$ cat config.mk
export PLATFORM = sky130hd
export DESIGN_NAME = mem_arbiter
export DESIGN_NICKNAME = d
export VERILOG_FILES = /design/src/rtl/mem_arbiter.sv
export SDC_FILE = /design/constraint.sdc
export NUM_CORES = 1
export LEC_CHECK = 0
export CAP_MARGIN = 10
export CORE_AREA = 2 2 117 119
export CTS_BUF_LIST = sky130_fd_sc_hd__clkbuf_4 sky130_fd_sc_hd__clkbuf_8
export DETAILED_ROUTE_END_ITERATION = 8
export DIE_AREA = 0 0 119 121
export PLACE_DENSITY = 0.65
export SETUP_SLACK_MARGIN = 0.4
export SYNTH_ARGS = -nofsm -noshare
export SYNTH_HDL_FRONTEND = slang
export SYNTH_SLANG_ARGS = --single-unit
$ cat constraint.sdc
create_clock -name i_clk -period 2.55 [get_ports i_clk]
set_clock_uncertainty 0.2 [all_clocks]
set_input_delay 0.51 -clock i_clk [delete_from_list [all_inputs] [get_ports i_clk]]
set_output_delay 0.51 -clock i_clk [all_outputs]
set_load 0.005 [all_outputs]
$ cat src/rtl/mem_arbiter.sv
// rtl/mem_arbiter.sv - two-port (core/ext) round-robin arbiter onto a shared single-port memory
// Optional MEM_ARB_LOCK_EN adds i_ext_lock and a lock FSM that gives ext exclusive access.
module mem_arbiter #(
    parameter int ADDR_W = 32,
    parameter int DATA_W = 32
) (
    input  logic              i_clk,
    input  logic              i_rst_n,
`ifdef MEM_ARB_LOCK_EN
    input  logic              i_ext_lock,
`endif
    input  logic              i_core_req,
    input  logic              i_core_we,
    input  logic [ADDR_W-1:0] i_core_addr,
    input  logic [DATA_W-1:0] i_core_wdata,
    output logic              o_core_gnt,
    output logic              o_core_rvalid,
    output logic [DATA_W-1:0] o_core_rdata,
    input  logic              i_ext_req,
    input  logic              i_ext_we,
    input  logic [ADDR_W-1:0] i_ext_addr,
    input  logic [DATA_W-1:0] i_ext_wdata,
    output logic              o_ext_gnt,
    output logic              o_ext_rvalid,
    output logic [DATA_W-1:0] o_ext_rdata,
    output logic [ADDR_W-1:0] o_mem_addr,
    output logic [DATA_W-1:0] o_mem_wd,
    output logic              o_mem_we,
    input  logic [DATA_W-1:0] i_mem_rd
);

    localparam logic GNT_CORE = 1'b0;
    localparam logic GNT_EXT  = 1'b1;

    logic              r_last_grant;
    logic              r_core_rvalid;
    logic              r_ext_rvalid;
    logic [DATA_W-1:0] r_core_rdata;
    logic [DATA_W-1:0] r_ext_rdata;

    logic              w_locked;
    logic              w_core_gnt;
    logic              w_ext_gnt;
    logic              w_core_acc;
    logic              w_ext_acc;

`ifdef MEM_ARB_LOCK_EN
    typedef enum logic {
        ST_UNLOCKED = 1'b0,
        ST_LOCKED   = 1'b1
    } lock_state_t;

    lock_state_t r_lock_state;

    // Idle ext (req low) always releases the lock so a vanished owner cannot starve the core.
    always_ff @(posedge i_clk or negedge i_rst_n) begin
        if (!i_rst_n) begin
            r_lock_state <= ST_UNLOCKED;
        end else begin
            case (r_lock_state)
                ST_UNLOCKED: begin
                    if (w_ext_acc && i_ext_lock) begin
                        r_lock_state <= ST_LOCKED;
                    end
                end
                ST_LOCKED: begin
                    if (!i_ext_req || (w_ext_acc && !i_ext_lock)) begin
                        r_lock_state <= ST_UNLOCKED;
                    end
                end
                default: r_lock_state <= ST_UNLOCKED;
            endcase
        end
    end

    assign w_locked = (r_lock_state == ST_LOCKED);
`else
    assign w_locked = 1'b0;
`endif

    // Grants are combinational in the request cycle and forced low while reset is held.
    always_comb begin
        w_core_gnt = 1'b0;
        w_ext_gnt  = 1'b0;
        if (i_rst_n) begin
            if (w_locked) begin
                w_ext_gnt = i_ext_req;
            end else if (i_core_req && i_ext_req) begin
                if (r_last_grant == GNT_EXT) begin
                    w_core_gnt = 1'b1;
                end else begin
                    w_ext_gnt = 1'b1;
                end
            end else begin
                w_core_gnt = i_core_req;
                w_ext_gnt  = i_ext_req;
            end
        end
    end

    assign w_core_acc = i_core_req && w_core_gnt;
    assign w_ext_acc  = i_ext_req && w_ext_gnt;

    always_comb begin
        o_mem_addr = '0;
        o_mem_wd   = '0;
        o_mem_we   = 1'b0;
        if (w_core_gnt) begin
            o_mem_addr = i_core_addr;
            o_mem_wd   = i_core_wdata;
            o_mem_we   = i_core_we;
        end else if (w_ext_gnt) begin
            o_mem_addr = i_ext_addr;
            o_mem_wd   = i_ext_wdata;
            o_mem_we   = i_ext_we;
        end
    end

    // Reset favours the core on the first tie by pretending ext won last.
    always_ff @(posedge i_clk or negedge i_rst_n) begin
        if (!i_rst_n) begin
            r_last_grant <= GNT_EXT;
        end else if (w_core_acc) begin
            r_last_grant <= GNT_CORE;
        end else if (w_ext_acc) begin
            r_last_grant <= GNT_EXT;
        end
    end

    always_ff @(posedge i_clk or negedge i_rst_n) begin
        if (!i_rst_n) begin
            r_core_rvalid <= 1'b0;
            r_core_rdata  <= '0;
        end else begin
            r_core_rvalid <= w_core_acc && !i_core_we;
            if (w_core_acc && !i_core_we) begin
                r_core_rdata <= i_mem_rd;
            end
        end
    end

    always_ff @(posedge i_clk or negedge i_rst_n) begin
        if (!i_rst_n) begin
            r_ext_rvalid <= 1'b0;
            r_ext_rdata  <= '0;
        end else begin
            r_ext_rvalid <= w_ext_acc && !i_ext_we;
            if (w_ext_acc && !i_ext_we) begin
                r_ext_rdata <= i_mem_rd;
            end
        end
    end

    assign o_core_gnt    = w_core_gnt;
    assign o_ext_gnt     = w_ext_gnt;
    assign o_core_rvalid = r_core_rvalid;
    assign o_core_rdata  = r_core_rdata;
    assign o_ext_rvalid  = r_ext_rvalid;
    assign o_ext_rdata   = r_ext_rdata;

endmodule
==> flow_metrics.env <==
export IMPL_status="finished, violations left"
export IMPL_failed_checks="negative setup slack"
export IMPL_seq_area_mm2=0.00168
export IMPL_fin_crit_sh=1.02
export IMPL_crit_type="reg2out"
export IMPL_num_rows=42
export IMPL_clockBufferDepth=2
export IMPL_n_antenna_cell=0
export IMPL_synth_adder_area_share=0
export IMPL_fin_crit_ps=2610
export IMPL_rsz0062_at_grt="yes"
export IMPL_syn_area_per_cell_um2=13.9
export IMPL_cts_hold_buffers=0
export IMPL_worst_ep_arrival_time_ps=1900
export IMPL_synthCells=227
export IMPL_hold_path_class="in2async"
export IMPL_maxCapViolCount=0
export IMPL_cts_buffers=9
export IMPL_synth_xor_xnor_area_share=0
export IMPL_crit_path_end_kind="primary output"
export IMPL_crit_end="o_mem_addr[12]"
export IMPL_multi_input_area_mm2=0.00149
export IMPL_synth_seq_cells=67
export IMPL_cts_root_buffer="clkbuf_8"
export IMPL_initial_core_util=0.242
export IMPL_leakagePower_nw=3.12
export IMPL_clk_latency_ps=340
export IMPL_layout_nets=738
export IMPL_boundaryPins=299
export IMPL_required_ps=1840
export IMPL_grt_pass1_wl_mm=23.6
export IMPL_synth_warnings=0
export IMPL_cts_max_level=3
export IMPL_reg2reg_from="r_last_grant"
export IMPL_place_congestion=0.876
export IMPL_final_hold_viol_count=0
export IMPL_cp_start_kind="flop"
export IMPL_worst_slack_ps=-60.5
export IMPL_setup_tns_ps=-935
export IMPL_yosysSeqAreaShare=0.531
export IMPL_yosys_cell_types_count=19
export IMPL_grt_util_all_layers=0.222
export IMPL_synth_mux_area_frac=0.228
export IMPL_slew_limit_headroom=0.438
export IMPL_netlist_area_mm2=0.00316
export IMPL_synth_top_family_by_area="multiplexers"
export IMPL_startpoint="r_last_grant"
export IMPL_synthSimpleGateAreaFrac=0.00356
export IMPL_drtPass1Iterations=4
export IMPL_crit_fanout=7
export IMPL_fillers=1131
export IMPL_final_max_slew_viol_count=0
export IMPL_clk_pin_slew_worst_paths_ps=70
export IMPL_synth_compound_area_frac=0.198
export IMPL_ant_nets=0
export IMPL_routed_wl_mm=16.7
export IMPL_powerDensity_mw_per_mm2=556
export IMPL_regToRegEndpoint="o_core_rdata[3]"
export IMPL_via_per_inst=4.67
export IMPL_grt_overflow=0
export IMPL_dieArea_mm2=0.0144
export IMPL_portBuffers=298
export IMPL_grt_start_max_net_pins=68
export IMPL_vias=3513
export IMPL_grt_pass1_vias=3743
export IMPL_reg2reg_slack_ps=480
export IMPL_antenna_found_initial=0
export IMPL_die_x_um=119
export IMPL_tightest_slew_ps=843
export IMPL_drt_first_iter_violations=138
export IMPL_cts_sinks=67
export IMPL_postLayoutCoreUtil=0.547
export IMPL_die_h_um=121
export IMPL_ir_worst_vdd_v=0.000443
export IMPL_reg2regPathDepth=5
export IMPL_core_area_mm2=0.0131
export IMPL_drc=0
export IMPL_area_growth_pct=127
export IMPL_wl_per_cell_um=22.1
export IMPL_drive_gt1_frac=0.385
export IMPL_cts_tree="yes"
export IMPL_dpl_hpwl_mm=12.2
export IMPL_fmaxAchievable_ghz=0.383
export IMPL_finalSetupViolations=26
export IMPL_synth_fp_nets=393
==> cell type report <==
| type | instances | share of cell area |
|---|---|---|
| Multi-Input combinational cell | 138 | 0.208 |
| Inverter | 2 | 0.00140 |
| Clock buffer | 14 | 0.0243 |
| Clock inverter | 2 | 0.00175 |
| Tap cell | 176 | 0.0307 |
| Sequential cell | 67 | 0.234 |
| Timing Repair Buffer | 354 | 0.500 |
==> timing repair <==
item	CTS	global route
buffers inserted	26	2
pin swaps	19	40
gates cloned	7	1
setup endpoints to repair	99	75
gates resized for setup	315	37
==> worst max-delay path, stage by stage (launching register included) <==
cell     delay [ps]
dfstp_2         570
buf_6           100
buf_6            90
a21oi_4          70
buf_12          150
buf_6           120
buf_6           110
a22o_1          210
buf_2           140
==> through the flow <==
stage / hold slack [ps] / total power [W] / area (µm²) / cells / setup WS (ps)
after floorplan: 14.4 / 0.00189 / 3160 / 227 / 459
after global placement: 268 / 0.00302 / 6480 / 701 / -482
after detailed placement: 279 / 0.00305 / 6480 / 701 / -502
after CTS: 278 / 0.00401 / 7110 / 750 / -86.6
after global routing: 315 / 0.00418 / 7160 / 753 / -135
final: 268 / 0.00398 / 7160 / 753 / -60.5
==> Yosys cell counts, drive strengths merged <==
| master | number | area [µm²] |
|---|---|---|
| a211oi | 3 | 40.0 |
| a21oi | 2 | 10.0 |
| a22o | 64 | 561 |
| buf | 18 | 111 |
| clkbuf | 2 | 7.51 |
| dfrtp | 66 | 1650 |
| dfstp | 1 | 26.3 |
| inv | 2 | 7.50 |
| mux2 | 64 | 721 |
| nand2 | 3 | 11.3 |
| o21ai | 1 | 5.00 |
| o21ba | 1 | 10.0 |
==> sequential cells by signal, summed over array words and instances (netlist names) <==
signal         count
r_last_grant       1
o_ext_rdata       32
o_core_rvalid      1
o_ext_rvalid       1
o_core_rdata      32
==> metal layers <==
layer,wire [µm],vias up,GRT usage
met4,495,0,0.0893
met5,0,-,0
met2,8020,177,0.364
met3,1750,27,0.100
met1,6410,1743,0.253
li1,-,1566,-
==> power breakdown <==
| part | internal, W | switching, W |
|---|---|---|
| clock network | 0.000438 | 0.000379 |
| registers | 0.00133 | 0.000135 |
| logic | 0.00116 | 0.000539 |
==> cell families after synthesis <==
kind of cell | after synthesis
AO/OA/AOI/OAI | 71
flip-flops | 67
multiplexers | 64
buffers and inverters | 22
AND/OR/NAND/NOR | 3
==> worst min-delay path by stage <==
| stage | cells past startpoint | from | endpoint | slack [ps] |
|---|---|---|---|---|
| finish | 2 | i_rst_n | o_ext_rdata[24] | 270 |
| global route | 1 | o_core_rdata[19] | o_core_rdata[19] | 310 |
| CTS | 2 | i_rst_n | o_ext_rdata[23] | 280 |
| detailed placement | 1 | o_core_rdata[19] | o_core_rdata[19] | 280 |
| global placement | 1 | o_core_rdata[19] | o_core_rdata[19] | 270 |
| floorplan | 0 | i_rst_n | o_core_rdata[0] | 10 |
==> cells in the final DEF, fill, tap and decap left out, types with 8 or more instances in the layout <==
cell / n
a22o_1: 54
a22o_4: 10
buf_16: 8
buf_2: 46
buf_4: 14
buf_6: 41
clkbuf_8: 11
clkdlybuf4s50_1: 228
dfrtp_1: 66
mux2_2: 62
(Power assumes the default switching activity.)
==> RTL edit 1, RTL diff (same flow settings) <==
Change the parameter `ADDR_W` from 32 to 36.
--- a/src/rtl/mem_arbiter.sv
+++ b/src/rtl/mem_arbiter.sv
@@ -1,7 +1,7 @@
 // rtl/mem_arbiter.sv - two-port (core/ext) round-robin arbiter onto a shared single-port memory
 // Optional MEM_ARB_LOCK_EN adds i_ext_lock and a lock FSM that gives ext exclusive access.
 module mem_arbiter #(
-    parameter int ADDR_W = 32,
+    parameter int ADDR_W = 36,
     parameter int DATA_W = 32
 ) (
     input  logic              i_clk,
Interface: changed (resized i_core_addr, i_ext_addr and o_mem_addr); port bits go from 299 to 311. The function was not compared with the original's and may differ.
==> RTL edit 1 against the unedited design <==
Sequential share of layout area fell by 1.6 points; sequential cell count unchanged; die area did not move; worst setup slack worse by 0.013 ns; routed wire length grew 18%; synthesized area up 4.6%; synthesized cell count up 2.2%; cell count up 3.5%; the flow still finishes with violations (setup timing); final area up 7.4%; count of clock-buffer cells in the layout decreased by 4; via count up 9.1%; power rose by 8.5%.
==> RTL edit 1: results (changes against the unedited design) <==
final worst setup slack - -0.0731 ns (-0.0125 ns)
initial antenna violation count - 0 (unchanged)
Worst-Margin Slew - 0.831 ns (-0.0118 ns)
final setup fails - 26 (unchanged)
Post-Layout Cell Count - 779 (+3.5%)
Lkg Pwr - 3.44 nW (+10%)
YS warnings - 0 (unchanged)
outcome - finished, violations left
Post-Syn Instances - 232 (+2.2%)
failing checks - setup timing
synth cell count leaders - a22o_1 (68), dfrtp_1 (66), mux2_2 (37), mux2_4 (20), clkbuf_1 (10)
Port Buf Inserts - 310 (+4.0%)
DR pass1 iterations - 4 (unchanged)
share of synthesized area occupied by flip-flops and latches - 50.7% (-2.3 points)
Placement Cell Area - 0.00666 sq mm (+2.7%)
Worst-Skew Late Latency - 0.34 ns (about the same)
Crit path arrival time - 1.91 ns
vias in the first global route - 4,073 (+8.8%)
ys flop type - dfrtp_1
# diodes - 0 (unchanged)
nets@finish - 773 (+4.7%)
proportion of layout cells with a drive suffix above 1 - 39.0% (+0.50 points)
Cells after DPL - 712 (+1.6%)
Clk pin slew, worst setup/hold paths - 0.08 ns
DRT iter0 DRCs - 287 (+110%)
global-route wire length before repair - 27,300 microns (+15%)
synth top area cells - dfrtp_1 (50%), a22o_1 (18%), mux2_2 (13%)
Mapped Nets - 406 (+3.3%)
fraction of registers with async set/reset - 100% (unchanged)
post-DP HPWL - 12,900 microns (+5.6%)
r2r worst-path depth - 10 (+5)
Placer Congestion - 0.945 (+7.9%)
H-tree levels - 3 (unchanged)
maxcap violations - 0 (unchanged)
gr usage total - 26.0% (+3.8 points)
CP max FO - 8 (+1)
pin count of the biggest net entering global routing - 68 (unchanged)
CTS max path bufs - 2 (unchanged)
Max IR drop VDD - 0.000398 V (-10%)
filler instances - 1,065 (-5.8%)
vias per cell - 4.92 (+5.4%)
Worst Hold Class - in2async
CTS Buf Count - 9 (unchanged)
synth unique cells - 19 (unchanged)
clock root buffer - clkbuf_8
final WL - 19,600 microns (+18%)
pre-CTS setup slack - -0.612 ns (-0.110 ns)
## RTL edit 1: what timing repair did
| item | in CTS | in global routing |
|---|---|---|
| setup buffers | 23 | 12 |
| gates cloned | 13 | 4 |
| endpoints found under the setup margin | 103 | 115 |
| pin swaps | 13 | 63 |
| resized for setup | 333 | 61 |
## RTL edit 1: critical path: stages (launching register included)
cell and delay [ns]:
dfstp_2 0.57, buf_6 0.10, buf_6 0.09, a21oi_4 0.08
buf_6 0.15, buf_16 0.15, buf_6 0.11, a22o_1 0.18
buf_2 0.14
## RTL edit 1: stage by stage
stage / hold slack [ns] / setup TNS, ns / power, W
final: 0.291 / -0.739 / 0.00432
after global placement: 0.267 / -37.57 / 0.00310
after floorplan: 0.0144 / 0 / 0.00195
after global routing: 0.320 / -3.98 / 0.00454
after CTS: 0.297 / -1.44 / 0.00429
after detailed placement: 0.277 / -38.24 / 0.00312
## RTL edit 1: worst paths after layout
check | start | endpoint | slack, ns
min in group i_clk | o_ext_rdata[11]$_DFFE_PN0P_ | o_ext_rdata[11]$_DFFE_PN0P_ | 0.31
max | r_last_grant$_DFFE_PN1P_ | o_mem_addr[21] | -0.07
min | i_rst_n | o_core_rdata[31]$_DFFE_PN0P_ | 0.29
min reg2reg | o_ext_rdata[11]$_DFFE_PN0P_ | o_ext_rdata[11]$_DFFE_PN0P_ | 0.31
max reg2reg | r_last_grant$_DFFE_PN1P_ | o_ext_rdata[21]$_DFFE_PN0P_ | 0.26
max in group asynchronous | i_rst_n | o_core_rvalid$_DFF_PN0_ | 1.33
## RTL edit 1: layout make-up
class                           instances  area, sq um  area share (%)
Clock buffer                           10          138            1.79
Clock inverter                          5         62.6           0.813
Inverter                                2         10.0           0.130
Multi-Input combinational cell        142         1690            22.0
Sequential cell                        67         1680            21.8
Tap cell                              176          220            2.86
Timing Repair Buffer                  377         3890            50.6
## RTL edit 1: kinds of logic (layout without fill, tap and decap cells)
| logic type | Yosys count | after routing | synth area share [%] |
|---|---|---|---|
| flops | 67 | 67 | 50.7 |
| mux | 64 | 64 | 24.1 |
| buf+inv | 23 | 394 | 4.31 |
| compound gates | 75 | 75 | 20.4 |
| simple gates | 3 | 3 | 0.492 |
## RTL edit 1: power breakdown
group          total [W]  internal (W)  switching (W)
Clock           0.000892      0.000478       0.000414
Sequential       0.00148       0.00133       0.000150
Combinational    0.00195       0.00134       0.000613
Total            0.00432       0.00314        0.00118
## RTL edit 1: routing by layer
layer / track usage, % / part of all wire (%) / vias to the layer above / routed length [microns]
met1: 31.0 / 38 / 1903 / 7560
li1: - / - / 1642 / -
met5: 0 / 0 / - / 0
met4: 13.5 / 5.9 / 0 / 1160
met2: 39.5 / 45 / 243 / 8800
met3: 11.6 / 11 / 44 / 2130
==> RTL edit 2, RTL diff (config.mk and constraints unchanged) <==
Without the edit above. The option `MEM_ARB_LOCK_EN` is turned on by a define.
--- a/src/rtl/mem_arbiter.sv
+++ b/src/rtl/mem_arbiter.sv
@@ -1,5 +1,7 @@
 // rtl/mem_arbiter.sv - two-port (core/ext) round-robin arbiter onto a shared single-port memory
 // Optional MEM_ARB_LOCK_EN adds i_ext_lock and a lock FSM that gives ext exclusive access.
+`define MEM_ARB_LOCK_EN
+
 module mem_arbiter #(
     parameter int ADDR_W = 32,
     parameter int DATA_W = 32
Ports: changed (added i_ext_lock); port bits go from 299 to 300. No check against the original RTL was run, so the function may have changed too.
==> RTL edit 2 against the unedited design <==
The flow still finishes with violations (setup timing); non-clock buffer count is 3 higher; count of clock-buffer cells in the layout is 2 lower; synthesized area is 2.5% higher; routed wire length is 4.8% lower; global-route usage is 0.96 points lower; worst setup slack worse by 0.028 ns; critical path type unchanged; cell count is 1.3% higher; power is 2.4% higher; core utilization is 0.39 points lower; final area is 0.72% lower; sequential cell count is 1 higher.
==> RTL edit 2: results (changes against the unedited design) <==
metal1 wirelength - 6040 microns (-5.7%)
DRT iter0 DRCs - 198 (+43%)
Setup TNS - -0.901 ns (+0.0336 ns)
GR Util met1 - 25.0% (-0.36 points)
final setup fails - 21 (-19%)
CP peak stage delay - 0.54 ns (-0.03 ns)
Crit path arrival time - 1.93 ns (+0.03 ns)
GR Util met3 - 7.52% (-2.5 points)
failing checks - setup timing
Placement Cell Area - 0.00651 sq mm (+0.39%)
Avg Cell Area, Syn - 13.8 sq um (-0.61%)
synth cell count leaders - dfrtp_1 (67), a22o_1 (65), mux2_2 (63), buf_2 (12), buf_6 (7)
area share of the largest cell type after synthesis - 51.8% (-0.48 points)
Setup Buffers After CTS - 24 (-7.7%)
post-cts sizing count - 293 (-7.0%)
CP top delay family - flip-flops
final worst setup slack - -0.0882 ns (-0.0277 ns)
post-DP HPWL - 11,200 microns (-8.0%)
Mapped Nets - 401 (+2.0%)
Sw Ratio - 25.7% (-0.79 points)
met3 wire length - 1430 microns (-18%)
outcome - finished, violations left
pin count of the biggest net entering global routing - 71 (+4.4%)
Placer Congestion - 0.877 (+0.17%)
mux cell area share after synthesis - 22.2% (-0.55 points)
global-route wire length before repair - 23,200 microns (-1.8%)
Logic pwr share - 41.3% (-1.4 points)
Post-Layout Cell Count - 763 (+1.3%)
nets@finish - 748 (+1.4%)
Worst slew margin - 41.6% (-2.2 points)
Cells after DPL - 704 (+0.43%)
Lkg Pwr - 3.16 nW (+1.0%)
## RTL edit 2: final timing paths
check                                           start                          end  slack, ns  depth (start not counted)
setup reg to reg               r_lock_state$_DFF_PN0_  o_ext_rdata[25]$_DFFE_PN0P_       0.63                          6
hold reg to reg            o_ext_rdata[5]$_DFFE_PN0P_   o_ext_rdata[5]$_DFFE_PN0P_       0.30                          1
min in group i_clk                          i_ext_req       r_lock_state$_DFF_PN0_       0.28                          3
setup / recovery             r_last_grant$_DFFE_PN1P_                 o_mem_wd[20]      -0.09                          7
hold / removal                                i_rst_n       r_lock_state$_DFF_PN0_       0.27                          2
max in group asynchronous                     i_rst_n   o_ext_rdata[8]$_DFFE_PN0P_       1.32                          2
## RTL edit 2: final cells by class
cell class	count	share of cell area (%)
clock buffers	12	2.23
flip-flops and latches	68	23.9
multi-input cells	143	19.8
well taps	176	3.10
repair buffers	357	50.1
inverters	2	0.106
diodes	1	0.0352
clock inverters	4	0.669
